### config.mk
export PLATFORM = sky130hd
export DESIGN_NAME = cpu_multicycle_ctrl
export DESIGN_NICKNAME = d
export VERILOG_FILES = /design/src/rtl/cpu_multicycle_ctrl.sv
export SDC_FILE = /design/constraint.sdc
export NUM_CORES = 1
export LEC_CHECK = 0
export ABC_AREA = 1
export CAP_MARGIN = 20
export CORE_AREA = 2 2 48 50
export CTS_CLUSTER_DIAMETER = 50
export DETAILED_ROUTE_END_ITERATION = 7
export DIE_AREA = 0 0 50 52
export GPL_ROUTABILITY_DRIVEN = 0
export MAX_ROUTING_LAYER = met4
export PLACE_DENSITY = 0.87
export SYNTH_ARGS = -nofsm -noshare
export SYNTH_HDL_FRONTEND = slang
export SYNTH_SLANG_ARGS = --single-unit
### constraint.sdc
create_clock -name clk -period 1.6 [get_ports clk]
set_clock_uncertainty 0.2 [all_clocks]
set_input_delay 0.24 -clock clk [delete_from_list [all_inputs] [get_ports clk]]
set_output_delay 0.24 -clock clk [all_outputs]
set_load 0.02 [all_outputs]
### src/rtl/cpu_multicycle_ctrl.sv
// Multi-cycle control FSM: sequences fetch/decode/execute over a shared ALU and
// unified memory port, with memory-ready stalls, a retire pulse and a sticky trap.
module cpu_multicycle_ctrl #(
  parameter logic [3:0] RESET_STATE = 4'd0
) (
  input  logic       clk,
  input  logic       reset,
  input  logic [5:0] opcode,
  input  logic [5:0] funct,
  input  logic       alu_zero,
  input  logic       mem_ready,
  output logic       pc_write,
  output logic       ir_write,
  output logic       iord,
  output logic       mem_read,
  output logic       mem_write,
  output logic       reg_write,
  output logic       reg_dst,
  output logic       mem_to_reg,
  output logic       alu_src_a,
  output logic [1:0] alu_src_b,
  output logic [3:0] alu_ctrl,
  output logic       imm_unsigned,
  output logic [1:0] pc_src,
  output logic       instr_done,
  output logic       trap,
  output logic [3:0] state
);

  typedef enum logic [3:0] {
    S_FETCH = 4'd0, S_DECODE = 4'd1, S_MEM_ADDR = 4'd2, S_MEM_RD = 4'd3,
    S_MEM_WB = 4'd4, S_MEM_WR = 4'd5, S_R_EXEC = 4'd6, S_R_WB = 4'd7,
    S_BRANCH = 4'd8, S_JUMP = 4'd9, S_I_EXEC = 4'd10, S_I_WB = 4'd11,
    S_TRAP = 4'd12
  } state_e;

  localparam logic [3:0] ALU_AND = 4'b0000, ALU_OR  = 4'b0001, ALU_ADD = 4'b0010,
                         ALU_SUB = 4'b0110, ALU_SLT = 4'b0111, ALU_NOR = 4'b1100;

  state_e     r_state, w_next, w_st;
  logic       w_r_legal;
  logic [3:0] w_r_alu, w_i_alu;
  logic       w_i_uns;

  always_comb begin
    w_r_legal = 1'b1;
    w_r_alu   = ALU_ADD;
    case (funct)
      6'h20: w_r_alu = ALU_ADD;
      6'h22: w_r_alu = ALU_SUB;
      6'h24: w_r_alu = ALU_AND;
      6'h25: w_r_alu = ALU_OR;
      6'h27: w_r_alu = ALU_NOR;
      6'h2A: w_r_alu = ALU_SLT;
      default: w_r_legal = 1'b0;
    endcase
  end

  always_comb begin
    w_i_alu = ALU_ADD;
    w_i_uns = 1'b0;
    case (opcode)
      6'h0A: w_i_alu = ALU_SLT;
      6'h0C: begin w_i_alu = ALU_AND; w_i_uns = 1'b1; end
      6'h0D: begin w_i_alu = ALU_OR;  w_i_uns = 1'b1; end
      default: w_i_alu = ALU_ADD;
    endcase
  end

  always_comb begin
    w_next = S_TRAP;
    case (r_state)
      S_FETCH:    w_next = mem_ready ? S_DECODE : S_FETCH;
      S_DECODE:
        case (opcode)
          6'h00:                      w_next = w_r_legal ? S_R_EXEC : S_TRAP;
          6'h23, 6'h2B:               w_next = S_MEM_ADDR;
          6'h04, 6'h05:               w_next = S_BRANCH;
          6'h02:                      w_next = S_JUMP;
          6'h08, 6'h0A, 6'h0C, 6'h0D: w_next = S_I_EXEC;
          default:                    w_next = S_TRAP;
        endcase
      S_MEM_ADDR: w_next = (opcode == 6'h23) ? S_MEM_RD :
                           (opcode == 6'h2B) ? S_MEM_WR : S_TRAP;
      S_MEM_RD:   w_next = mem_ready ? S_MEM_WB : S_MEM_RD;
      S_MEM_WB:   w_next = S_FETCH;
      S_MEM_WR:   w_next = mem_ready ? S_FETCH : S_MEM_WR;
      S_R_EXEC:   w_next = S_R_WB;
      S_R_WB:     w_next = S_FETCH;
      S_BRANCH:   w_next = S_FETCH;
      S_JUMP:     w_next = S_FETCH;
      S_I_EXEC:   w_next = S_I_WB;
      S_I_WB:     w_next = S_FETCH;
      default:    w_next = S_TRAP;
    endcase
  end

  always_ff @(posedge clk) begin
    if (reset) r_state <= state_e'(RESET_STATE);
    else       r_state <= w_next;
  end

  // While reset is high the strobes look like FETCH, but nothing is written.
  assign w_st = reset ? S_FETCH : r_state;

  always_comb begin
    pc_write = 1'b0; ir_write = 1'b0; iord = 1'b0; mem_read = 1'b0;
    mem_write = 1'b0; reg_write = 1'b0; reg_dst = 1'b0; mem_to_reg = 1'b0;
    alu_src_a = 1'b0; alu_src_b = 2'b00; alu_ctrl = ALU_AND;
    imm_unsigned = 1'b0; pc_src = 2'b00; instr_done = 1'b0; trap = 1'b0;
    case (w_st)
      S_FETCH: begin
        mem_read  = 1'b1;
        alu_src_b = 2'b01;
        alu_ctrl  = ALU_ADD;
        pc_write  = mem_ready & ~reset;
        ir_write  = mem_ready & ~reset;
      end
      S_DECODE: begin
        alu_src_b = 2'b11;
        alu_ctrl  = ALU_ADD;
      end
      S_MEM_ADDR: begin
        alu_src_a = 1'b1;
        alu_src_b = 2'b10;
        alu_ctrl  = ALU_ADD;
      end
      S_MEM_RD: begin
        mem_read = 1'b1;
        iord     = 1'b1;
      end
      S_MEM_WB: begin
        reg_write  = 1'b1;
        mem_to_reg = 1'b1;
        instr_done = 1'b1;
      end
      S_MEM_WR: begin
        mem_write  = 1'b1;
        iord       = 1'b1;
        instr_done = mem_ready;
      end
      S_R_EXEC: begin
        alu_src_a = 1'b1;
        alu_ctrl  = w_r_alu;
      end
      S_R_WB: begin
        reg_write  = 1'b1;
        reg_dst    = 1'b1;
        alu_ctrl   = w_r_alu;
        instr_done = 1'b1;
      end
      S_BRANCH: begin
        alu_src_a  = 1'b1;
        alu_ctrl   = ALU_SUB;
        pc_src     = 2'b01;
        pc_write   = ((opcode == 6'h04) & alu_zero) | ((opcode == 6'h05) & ~alu_zero);
        instr_done = 1'b1;
      end
      S_JUMP: begin
        pc_src     = 2'b10;
        pc_write   = 1'b1;
        instr_done = 1'b1;
      end
      S_I_EXEC: begin
        alu_src_a    = 1'b1;
        alu_src_b    = 2'b10;
        alu_ctrl     = w_i_alu;
        imm_unsigned = w_i_uns;
      end
      S_I_WB: begin
        reg_write    = 1'b1;
        alu_ctrl     = w_i_alu;
        imm_unsigned = w_i_uns;
        instr_done   = 1'b1;
      end
      S_TRAP:  trap = 1'b1;
      default: trap = 1'b0;
    endcase
  end

  assign state = r_state;

endmodule

==> impl_metrics.yaml, run 1 <==
timing:
  worstEndpointType: "output port"
  worst_endpoint: "alu_ctrl[2]"
status:
  status: "aborted with a tool error"
  toolErrorMsg: "[ERROR GRT-0232] Routing congestion too high. Check the congestion heatmap in the GUI."
  haltStage: "global routing (5_1_grt)"
synthesis:
  ys_seq_area_share_pct: 10.0
  syn_area_per_cell_um2: 5.16
  async_flop_share_pct: 0
  syn_nets: 171
  yosys-top-cells-area: "nand2_1 20%, nor2_1 10%, dfxtp_1 10%"
  yosysMostFrequentCell: "nand2_1"
  syn-instance-count: 155
  syn_area_um2: 800
  yosysWarnings: 0
  synth_edf_count: 0
  synth_top_area_share_pct: 19.7
  yosys-top-cells-count: "42 x nand2_1, 22 x nor2_1, 21 x inv_1"
  ys.flop_type: "dfxtp_1"
  ys_types: 23
  ys_seq_elements: 4
  yosysTopAreaCell: "nand2_1"
floorplan:
  die_y_um: 52
  initial_core_util_pct: 38.0
  fp.dieW_um: 50
  io_pins: 40
  rows: 17
clock_tree:
  htree_levels: 1
  cts_made_buffers: 3
  clock_path_buffers: 2
  clock_sinks: 4
  cts-root-buf: "clkbuf_4"
global_route:
  track_usage_pct: 71.2
  grt_overflow: 37
  grt_max_degree: 7
place:
  dp_hpwl_mm: 2.76
  port_buffers: 39
==> kinds of logic after synthesis <==
group / after synthesis / share of synthesized area (%)
simple gates: 98 / 58.1
flops: 4 / 10.0
buf+inv: 31 / 15.0
compound gates: 22 / 16.9
==> per-stage QoR <==
stage / cell area, um^2 / setup slack (ns) / TNS, ns / hold slack [ns] / instances
4_1_cts: 1820 / -0.222 / -2.81 / 0.246 / 281
3_5_place_dp: 1610 / -0.937 / -17.05 / 0.608 / 265
3_3_place_gp: 1610 / -0.838 / -15.80 / 0.592 / 265
2_1_floorplan: 857 / -0.0448 / -0.0799 / 0.263 / 155
==> what timing repair did <==
action                                  CTS
hold buffers                              0
cloned                                    0
endpoints found under the setup margin   26
pin swaps                                21
buffers inserted                         12
gates resized for setup                 167
==> layer usage <==
layer | GRT usage [%] | GRT overflow
met5 | - | -
met4 | 88.0 | 23
met3 | 39.4 | 0
met2 | 97.8 | 14
met1 | 63.0 | 0
==> run 2, diff against run 1 <==
CORE_AREA = 2 2 63 65   (was 2 2 48 50)
CTS_CLUSTER_DIAMETER = default   (was 50)
DIE_AREA = 0 0 65 67   (was 0 0 50 52)
MAX_ROUTING_LAYER = default   (was met4)
PLACE_DENSITY = default   (was 0.87)
PLACE_DENSITY_LB_ADDON = 0.15   (was default)
==> run 2 against run 1 <==
Against the previous run: area after synthesis unchanged; the flow now finishes, with violations (negative setup slack); synthesized cell count did not move.
==> impl_metrics.yaml, run 2 <==
finish:
  post_route_cells_drive_above_1_share_pct: 61.8
  num-fill-cells: 364
  largest_reg_flops: 4
  insertedDiodeCount: 0
  area_growth_pct: 152
  mostFrequentLayoutCells: "55 x buf_4, 31 x nand2_1, 22 x buf_6"
  final_nets: 271
  layout_commonest_cell: "buf_4"
  utilization_pct: 55.9
global_route:
  track_usage_pct: 17.2
  grt_max_degree: 6
  grt_pass1_wl_mm: 5.95
  antenna_found_initial: 0
  grt_overflow: 0
  grt_pass1_vias: 1433
hold_path:
  hold_path_class: "input pin to register"
  hold_start: "reset"
synthesis:
  syn_area_per_cell_um2: 5.16
  yosys-top-cells-count: "42 x nand2_1, 22 x nor2_1, 21 x inv_1"
  synth-xor-area-share_pct: 0
  synth_top_family_by_area: "simple AND/OR/NAND/NOR gates"
  synth_mux_area_share_pct: 0
  ys_seq_area_share_pct: 10.0
  yosysWarnings: 0
  synth-compound-area-share_pct: 16.9
  async_flop_share_pct: 0
  syn-instance-count: 155
  yosysMostFrequentCell: "nand2_1"
  ys_seq_elements: 4
  ys.flop_type: "dfxtp_1"
  synthAdderAreaFrac_pct: 0
  yosys-top-cells-area: "nand2_1 20%, nor2_1 10%, dfxtp_1 10%"
  synth_edf_count: 0
  syn_area_um2: 800
  synth_top_area_share_pct: 19.7
  ys_types: 23
  syn_nets: 171
  yosysTopAreaCell: "nand2_1"
  synthSimpleGateAreaFrac_pct: 58.1
status:
  violations: "negative setup slack"
  status: "finished with violations"
critical_path:
  cp_data_arrival_time_ns: 1.35
  r2r-start: "state[1]$_SDFF_PP0_"
  path_class: "register to output port"
  crit_path_max_fanout: 4
  cp-end-kind: "output port"
  cp_data_required_time_ns: 1.16
  cp-startpoint: "state[2]$_SDFF_PP0_"
  worst_setup_path_start_kind: "register"
timing:
  drv_slew: 0
  post-route-period-util_pct: 112
  worstMarginPinSlew_ns: 0.262
  hold_viol_final: 0
  layout_setup_ws_ns: -0.192
  rsz0062_at_grt: "yes"
  min_period_ns: 1.79
  fmax_ghz: 0.558
  setup_viol: 16
  relSlewSlack_pct: 82.4
floorplan:
  die-area_um2: 4360
  fp.dieW_um: 65
  initial_core_util_pct: 22.2
  io_pins: 40
  rows: 22
  core_um2: 3610
  die_y_um: 67
routing:
  drt_pass1_iterations: 4
  vias_per_cell: 4.50
  ant_nets: 0
  drt_wl_total_mm: 3.65
  drt_iter0_drc: 43
  vias: 1360
  wl_per_cell_um: 12.1
  route.detailed.drc: 0
clock_tree:
  cts_tree: "built"
  clock_sinks: 4
  cts_hold_buf: 0
  htree_levels: 1
  clock_path_buffers: 2
  cts-root-buf: "clkbuf_8"
  clkTransAtPathRegs_ns: 0.03
  clk_latency_ns: 0.22
  cts_made_buffers: 3
pwr:
  ir_drop_v: 0.000551
  power_leakage_nw: 0.966
  p_seq_share_pct: 15.1
  power_density_nw_per_um2: 389
  intPower_w: 0.000487
  power_frac_clock_pct: 28.3
  p_switching_w: 0.000297
  swShare_pct: 37.9
  combPwrFrac_pct: 56.6
place:
  dp_hpwl_mm: 2.68
  port_buffers: 39
  dpl_worst_slack_ns: -0.903
flow_run:
  drv_cap: 0
-- run 2: cell counts after synthesis --
Identical to the previous run, type by type.
-- run 2: final cells by class --
type                            count  area [um^2]  share of cell area, %
Tap cell                           48         60.1                   2.98
Multi-Input combinational cell    120          865                   42.9
Timing Repair Buffer               96          825                   40.9
Inverter                           30          133                   6.58
Sequential cell                     4         90.1                   4.47
Clock buffer                        4         45.0                   2.23
-- run 2: layer usage --
layer / track usage (%) / wire length (um) / vias to the layer above
li1: - / - / 701
met1: 19.8 / 1610 / 640
met2: 33.5 / 1960 / 19
met3: 1.86 / 83 / 0
met4: 3.99 / 0 / 0
met5: 0 / 0 / -
-- run 2: logic make-up after synthesis --
kind of cell | Yosys count
AOI/OAI and AO/OA | 22
buffers and inverters | 31
DFF | 4
and+or+nand+nor | 98
-- run 2: final timing paths --
kind	to	slack, ns	cells past startpoint
setup / recovery	instr_done	-0.19	9
hold / removal	state[2]$_SDFF_PP0_	0.30	3
setup reg to reg	state[0]$_SDFF_PP0_	0.06	10
hold reg to reg	state[1]$_SDFF_PP0_	0.59	5
-- run 2: critical path, stage by stage, from the launching register on --
cell and delay (ns):
dfxtp_4 0.38, inv_6 0.05, nor2_4 0.11, inv_4 0.06, nor2_4 0.10, inv_4 0.06
nor2_4 0.09, nand2_1 0.07, o211ai_2 0.07, buf_6 0.14
-- run 2: metrics by stage --
step	total power, W	cell area, um^2	TNS (ns)	hold slack (ns)	instances
floorplan	0.000267	857	-0.0799	0.263	155
global placement	0.000463	1640	-16.40	0.572	286
detailed placement	0.000465	1640	-16.72	0.559	286
CTS	0.000748	1860	-2.07	0.288	298
global route	0.000836	2020	-3.22	0.315	302
finish	0.000784	2020	-2.08	0.300	302
-- run 2: timing repair --
item / 4_1_cts / 5_1_grt
setup endpoints to repair: 26 / 23
pin swaps: 18 / 17
buffers inserted: 9 / 5
resized for setup: 176 / 41
-- run 2: power groups by stage --
stage / Clock [W] / Combinational [W] / Sequential, W
2_1_floorplan: 0 / 0.000140 / 0.000127
3_3_place_gp: 0 / 0.000348 / 0.000116
3_5_place_dp: 0 / 0.000350 / 0.000116
4_1_cts: 0.000230 / 0.000401 / 0.000116
5_1_grt: 0.000239 / 0.000477 / 0.000119
6_report: 0.000222 / 0.000444 / 0.000118
(Power assumes the default switching activity.)
